==> src/rtl/timed_intersection_controller.sv <==
// -----------------------------------------------------------------------------
// timed_intersection_controller
//
// Round-robin traffic light controller for NUM_DIRS approach directions.
// Each direction is given GREEN, then YELLOW, then an ALL_RED gap, and then
// the next direction takes its turn. A pedestrian request is latched and
// served as a PED_WALK phase at the next ALL_RED exit. flash_mode puts every
// lamp into a yellow/off flashing pattern; a green that is running when the
// request arrives first finishes through a full yellow. enable=0 freezes the
// whole controller, but pedestrian requests are still latched.
//
// Ports
//   clk         rising-edge clock
//   reset       synchronous active-low reset
//   enable      1 = run, 0 = hold state, timer and outputs
//   flash_mode  request the flashing mode
//   ped_req     pedestrian button (level or pulse)
//   light       per-direction lamp code, dir d at [2d+1:2d]
//               (00 red, 01 green, 10 yellow, 11 off)
//   active_dir  direction that owns green, or owned it last
//   ped_walk    pedestrian walk indication
//   phase_done  one-cycle pulse on every state change
// -----------------------------------------------------------------------------
module timed_intersection_controller #(
  parameter int NUM_DIRS      = 2,
  parameter int CNT_W         = 8,
  parameter int GREEN_CYCLES  = 20,
  parameter int YELLOW_CYCLES = 4,
  parameter int ALLRED_CYCLES = 2,
  parameter int PED_CYCLES    = 10,
  parameter int FLASH_HALF    = 8
) (
  input  logic                        clk,
  input  logic                        reset,
  input  logic                        enable,
  input  logic                        flash_mode,
  input  logic                        ped_req,
  output logic [2*NUM_DIRS-1:0]       light,
  output logic [$clog2(NUM_DIRS)-1:0] active_dir,
  output logic                        ped_walk,
  output logic                        phase_done
);

  localparam int DIR_W = $clog2(NUM_DIRS);

  localparam logic [1:0] LAMP_RED    = 2'b00;
  localparam logic [1:0] LAMP_GREEN  = 2'b01;
  localparam logic [1:0] LAMP_YELLOW = 2'b10;
  localparam logic [1:0] LAMP_OFF    = 2'b11;

  typedef enum logic [2:0] {
    S_ALL_RED  = 3'd0,
    S_GREEN    = 3'd1,
    S_YELLOW   = 3'd2,
    S_PED_WALK = 3'd3,
    S_FLASH    = 3'd4
  } state_e;

  state_e               state_q, state_d;
  logic [CNT_W-1:0]     timer_q, timer_d;
  logic [DIR_W-1:0]     dir_q, dir_d;
  logic                 flash_ph_q, flash_ph_d;
  logic                 ped_pending_q, ped_pending_d;
  logic [2*NUM_DIRS-1:0] light_q, light_d;
  logic                 ped_walk_q, ped_walk_d;
  logic                 phase_done_q, phase_done_d;

  logic                 timer_zero;
  logic                 ped_clr;
  logic [DIR_W-1:0]     dir_next;

  assign timer_zero = (timer_q == '0);
  assign dir_next   = (dir_q == DIR_W'(NUM_DIRS - 1)) ? '0 : dir_q + DIR_W'(1);

  // ---------------------------------------------------------------------------
  // State register. Outputs are registered here too, computed from the next
  // state, so they change on the same edge as the state with no extra stage.
  // ---------------------------------------------------------------------------
  // NOTE: sequential state uses non-blocking assignments so every register
  // samples the pre-edge values regardless of statement order.
  always_ff @(posedge clk) begin
    if (!reset) begin
      state_q       <= S_ALL_RED;
      timer_q       <= CNT_W'(ALLRED_CYCLES - 1);
      dir_q         <= DIR_W'(NUM_DIRS - 1);
      flash_ph_q    <= 1'b0;
      ped_pending_q <= 1'b0;
      light_q       <= '0;
      ped_walk_q    <= 1'b0;
      phase_done_q  <= 1'b0;
    end else begin
      state_q       <= state_d;
      timer_q       <= timer_d;
      dir_q         <= dir_d;
      flash_ph_q    <= flash_ph_d;
      ped_pending_q <= ped_pending_d;
      light_q       <= light_d;
      ped_walk_q    <= ped_walk_d;
      phase_done_q  <= phase_done_d;
    end
  end

  // ---------------------------------------------------------------------------
  // Next-state logic. In FLASH the timer counts the half-period of the
  // yellow/off pattern; flash_ph selects which level is shown.
  // ---------------------------------------------------------------------------
  // NOTE: every signal driven here gets a default first, so no path through
  // the block leaves a value unassigned and no latch is inferred.
  always_comb begin
    state_d    = state_q;
    timer_d    = timer_q;
    dir_d      = dir_q;
    flash_ph_d = flash_ph_q;
    ped_clr    = 1'b0;

    if (enable) begin
      case (state_q)
        S_ALL_RED: begin
          if (!timer_zero) begin
            timer_d = timer_q - CNT_W'(1);
          end else if (flash_mode) begin
            // Flash wins over a pending walk; the walk stays latched.
            state_d    = S_FLASH;
            timer_d    = CNT_W'(FLASH_HALF - 1);
            flash_ph_d = 1'b0;
          end else if (ped_pending_q) begin
            state_d = S_PED_WALK;
            timer_d = CNT_W'(PED_CYCLES - 1);
            ped_clr = 1'b1;
          end else begin
            state_d = S_GREEN;
            timer_d = CNT_W'(GREEN_CYCLES - 1);
            dir_d   = dir_next;
          end
        end
        S_GREEN: begin
          // A flash request truncates green but always passes through yellow.
          if (timer_zero || flash_mode) begin
            state_d = S_YELLOW;
            timer_d = CNT_W'(YELLOW_CYCLES - 1);
          end else begin
            timer_d = timer_q - CNT_W'(1);
          end
        end
        S_YELLOW, S_PED_WALK: begin
          if (timer_zero) begin
            state_d = S_ALL_RED;
            timer_d = CNT_W'(ALLRED_CYCLES - 1);
          end else begin
            timer_d = timer_q - CNT_W'(1);
          end
        end
        S_FLASH: begin
          if (!flash_mode) begin
            state_d = S_ALL_RED;
            timer_d = CNT_W'(ALLRED_CYCLES - 1);
          end else if (timer_zero) begin
            flash_ph_d = ~flash_ph_q;
            timer_d    = CNT_W'(FLASH_HALF - 1);
          end else begin
            timer_d = timer_q - CNT_W'(1);
          end
        end
        default: begin
          state_d = S_ALL_RED;
          timer_d = CNT_W'(ALLRED_CYCLES - 1);
        end
      endcase
    end

    // The request is latched even while frozen; a new press wins over the
    // clear on the edge that enters PED_WALK.
    ped_pending_d = ped_req | (ped_pending_q & ~ped_clr);
  end

  // ---------------------------------------------------------------------------
  // Output logic, from the next state so the registered outputs line up with
  // the state register.
  // ---------------------------------------------------------------------------
  always_comb begin
    light_d      = '0;
    ped_walk_d   = (state_d == S_PED_WALK);
    phase_done_d = (state_d != state_q);

    for (int d = 0; d < NUM_DIRS; d++) begin
      case (state_d)
        S_GREEN:  light_d[2*d +: 2] = (dir_d == DIR_W'(d)) ? LAMP_GREEN  : LAMP_RED;
        S_YELLOW: light_d[2*d +: 2] = (dir_d == DIR_W'(d)) ? LAMP_YELLOW : LAMP_RED;
        S_FLASH:  light_d[2*d +: 2] = flash_ph_d ? LAMP_OFF : LAMP_YELLOW;
        default:  light_d[2*d +: 2] = LAMP_RED;
      endcase
    end
  end

  assign light      = light_q;
  assign active_dir = dir_q;
  assign ped_walk   = ped_walk_q;
  assign phase_done = phase_done_q;

endmodule

==> config.mk <==
export PLATFORM = sky130hd
export DESIGN_NAME = timed_intersection_controller
export DESIGN_NICKNAME = d
export VERILOG_FILES = /design/src/rtl/timed_intersection_controller.sv
export SDC_FILE = /design/constraint.sdc
export NUM_CORES = 1
export LEC_CHECK = 0
export BUFFER_PORTS_ARGS = -buffer_cell sky130_fd_sc_hd__buf_2
export CELL_PAD_IN_SITES_DETAIL_PLACEMENT = 0
export CELL_PAD_IN_SITES_GLOBAL_PLACEMENT = 1
export CORE_MARGIN = 1.5
export CORE_UTILIZATION = 45
export CTS_BUF_LIST = sky130_fd_sc_hd__clkbuf_8
export DETAILED_ROUTE_END_ITERATION = 10
export PLACE_DENSITY = 0.78
export SYNTH_ARGS = -nofsm -noshare
export SYNTH_HDL_FRONTEND = slang
export SYNTH_SLANG_ARGS = --single-unit
==> constraint.sdc <==
create_clock -name clk -period 2.5 [get_ports clk]
set_input_delay 0 -clock clk [delete_from_list [all_inputs] [get_ports clk]]
set_output_delay 0 -clock clk [all_outputs]
set_load 0.02 [all_outputs]
==> impl_summary.log <==
[metrics] Placeable Area: around 0.0025 sq mm
[metrics] row count: 18
[metrics] Yosys warning count: 0
[metrics] Pre-Repair DR Iteration Count: 4
[metrics] leakage dissipation: 0.5158 nW
[metrics] Critical Path Start Type: register
[metrics] per-instance average area after synthesis: 8.184 sq um
[metrics] via-per-instance ratio: approximately 5.9
[metrics] fraction of synthesized cell area taken by the top area cell type: 33.51%
[metrics] synthesized instance count: between 100 and 150
[metrics] GRT overflow: 0
[metrics] power density over the cells: slightly below 600 mW/mm^2
[metrics] later-pin clock latency in the skew report: about 0.26 ns
[metrics] async set or reset register ratio after synthesis: 0%
[metrics] Reg2Reg Setup Slack: approximately 0.28 ns
[metrics] setup repair after global routing missed its margin: no
[metrics] outcome: complete, no violations
[metrics] Initial DRC Count: 17
[metrics] Starting Density: 47.80%
[metrics] total CTS buffers: 3
[metrics] worst clock skew: roughly 0.0050 ns
[metrics] max_slew headroom: between 50% and 60%
[metrics] worst supply voltage drop on vdd: slightly below 400 uV
[metrics] arrival time of the worst setup path: approximately 2.4 ns
[metrics] count leader, synth: dfxtp_1
[metrics] CP max-delay cell: or4b_4
[metrics] top post-synthesis cells by area: dfxtp_1 (34%), a21oi_1 (5.4%), nor2_1 (3.8%), nand2_1 (3.5%), o21ai_0 (2.9%)
[metrics] leading post-synthesis cells by instance count: dfxtp_1 (20), a21oi_1 (13), nor2_1 (12)
[metrics] startpoint of the worst register-to-register path: timer_q[1]$_SDFFE_PN0P_
[metrics] clock tree from TritonCTS: done
[metrics] Final Routed Wirelength: 2.781 mm
[metrics] pin count of the biggest net entering global routing: 22
[metrics] final setup margin: ~0.28 ns
[metrics] number of H-tree levels: 1
[metrics] time the final worst path needs with I/O delays and setup: 2.216 ns
[metrics] overall die height: between 50 and 60 um
[metrics] number of flops mapped to enable cells by yosys: 0
[metrics] number of synthesized register bits: 20
[metrics] first element of the critical path: timer_q[1]$_SDFFE_PN0P_
[metrics] largest fanout of any net on the critical path: 10
[metrics] number of vias in the routed layout: ~1100
[metrics] number of top-level design ports: 12
[metrics] Root Buffer Master: clkbuf_8
[metrics] R2R Path End: light[3]$_SDFF_PN0_
[metrics] fraction of final layout cells sized beyond drive strength 1: between 10% and 20%
[metrics] number of slew-limit violations in the final report: 0
[metrics] sum of negative setup slack: 0 ns
[metrics] global routing usage summed across all routing layers: about 21%
[metrics] final period utilization: 88.62%
[metrics] first-pass GRT wire length: 4.512 mm
[metrics] width of the die: 54.53 um
[metrics] number of max-cap violations: 0
[metrics] largest area contributor in the netlist: dfxtp_1
[metrics] # setup viols final: 0
[metrics] crit path cell chain: inv_1 > ha_1 > or4b_4 > and4bb_4 > o21ai_0 > or2_1 > a21oi_1
[metrics] end point of the critical path: light[3]$_SDFF_PN0_
[metrics] largest stage delay on the critical path: ~0.54 ns
[metrics] sequential cell area fraction in the yosys report: 33.51%
[metrics] diode count: 0
[metrics] vias in the first global route: 992
[metrics] Top FF cell, synth: dfxtp_1
[metrics] critical setup path kind: reg -> reg
[metrics] Die Footprint: between 0.002 and 0.003 sq mm
[metrics] antenna violations before repair: 0
[metrics] final hold violation count: 0
[metrics] Worst R2R Path Depth: 7
[metrics] detailed-placement wirelength estimate: 1.959 mm
[metrics] DRC Markers: 0
[metrics] Hold/Removal Path Class: in -> reg
[metrics] input/output buffers: 11
[metrics] Worst Tran Pin Value: 0.6808 ns
[metrics] gp weighted congestion: 0.7665
[metrics] NumNets Final: 165
[metrics] library cells used by synthesis: 53
[metrics] routed wirelength normalized by instance count: 14.79 um
[metrics] post-route ant nets: 0
[metrics] clock sink count: 20
[metrics] Post-CTS Setup Inserts: 0
[metrics] layout overhead on the synthesized area: 12.98%
[metrics] total power after layout: between 0.7 and 0.8 mW
[metrics] Mapped Nets: 152
[metrics] Synth Cell Area: 0.001195 sq mm
[metrics] Max Buffers Root-to-Sink: 2
[metrics] maximum frequency from static timing analysis: 0.4514 GHz
[metrics] Setup crit end kind: register
[metrics] Reg clk slew, reported paths: approximately 0.070 ns
[metrics] Setup WS pre-CTS: 0.1971 ns
[metrics] Worst EP required: 2.69 ns
[metrics] worst hold path stage count: 2
[state kept, by name (all words and copies together) (netlist names)]
| register | flops |
|---|---|
| active_dir | 1 |
| ped_pending_q | 1 |
| ped_walk | 1 |
| state_q | 3 |
| phase_done | 1 |
| light | 4 |
| flash_ph_q | 1 |
| timer_q | 8 |
[power breakdown]
group / total [mW] / leakage, nW / switching (mW) / internal, mW
sequential: 0.358 / 0.163 / 0.0199 / 0.338
clock: 0.242 / 0.0288 / 0.102 / 0.140
combinational: 0.193 / 0.325 / 0.113 / 0.0805
[how the worst min path moves through the flow]
stage	to	slack, ns	start
3_5_place_dp	ped_pending_q$_SDFF_PN0_	0.21	ped_req
6_report	active_dir$_SDFF_PN1_	0.04	reset
5_1_grt	active_dir$_SDFF_PN1_	0.03	reset
2_1_floorplan	ped_pending_q$_SDFF_PN0_	0.12	ped_req
3_3_place_gp	ped_pending_q$_SDFF_PN0_	0.21	ped_req
4_1_cts	active_dir$_SDFF_PN1_	0.03	reset
[cell families after synthesis]
| logic type | share of synthesized area, % |
|---|---|
| compound gates | 24.19 |
| xor+xnor | 1.466 |
| fa+ha+maj | 1.047 |
| buf+inv | 5.235 |
| flops | 33.51 |
| mux | 1.780 |
| simple gates | 32.78 |
[critical path: cells and delay by family (launching register included)]
kind	cells	cell delay (ns)
simple gates	3	1.24
flops	1	0.32
compound gates	2	0.33
buf+inv	1	0.09
fa+ha+maj	1	0.18
[per-layer routing]
metal / GRT usage [%] / vias up / wire length (um)
met5: 0 / - / 0
met4: 6.250 / 0 / 10
met3: 5.738 / 2 / 134
met2: 33.94 / 21 / 1233
met1: 28.55 / 519 / 1404
li1: - / 564 / -
[layout by cell type (no fill, tap or decap), drive strengths merged, types with 3 or more instances in the layout]
cell type and count:
or4 3, nor2b 5, nor2 12, dfxtp 20, clkbuf 4, nand3 4
or2 3, nand2b 3, or3 3, nor3 7, buf 16, nand2 11
a21oi 14, inv 4, o21ai 9
[per-stage QoR]
stage                     utilization [%]  cell area (sq um)  hold slack, ns  cells
after floorplan                         -               1195          0.1174    146
after global placement              51.25               1281          0.2088    183
after detailed placement            51.25               1281          0.2135    183
after CTS                           53.85               1346         0.02898    188
after global routing                54.00               1350         0.03354    188
final                               54.00               1350         0.04433    188
[timing repair]
item | 4_1_cts | 5_1_grt
gates resized for setup | 0 | 1
endpoints found under the hold margin | 1 | 0
hold buffers | 1 | 0
endpoints found under the setup margin | 0 | 3
[final cells by class]
type | count | area [sq um]
clock buffer | 4 | 55.05
fill | 237 | 1150
inverter | 5 | 18.77
multi-input combinational | 112 | 735.7
sequential | 20 | 400.4
tap | 30 | 37.54
timing repair buffer | 17 | 102.6
Power figures use the tool's default switching activity.
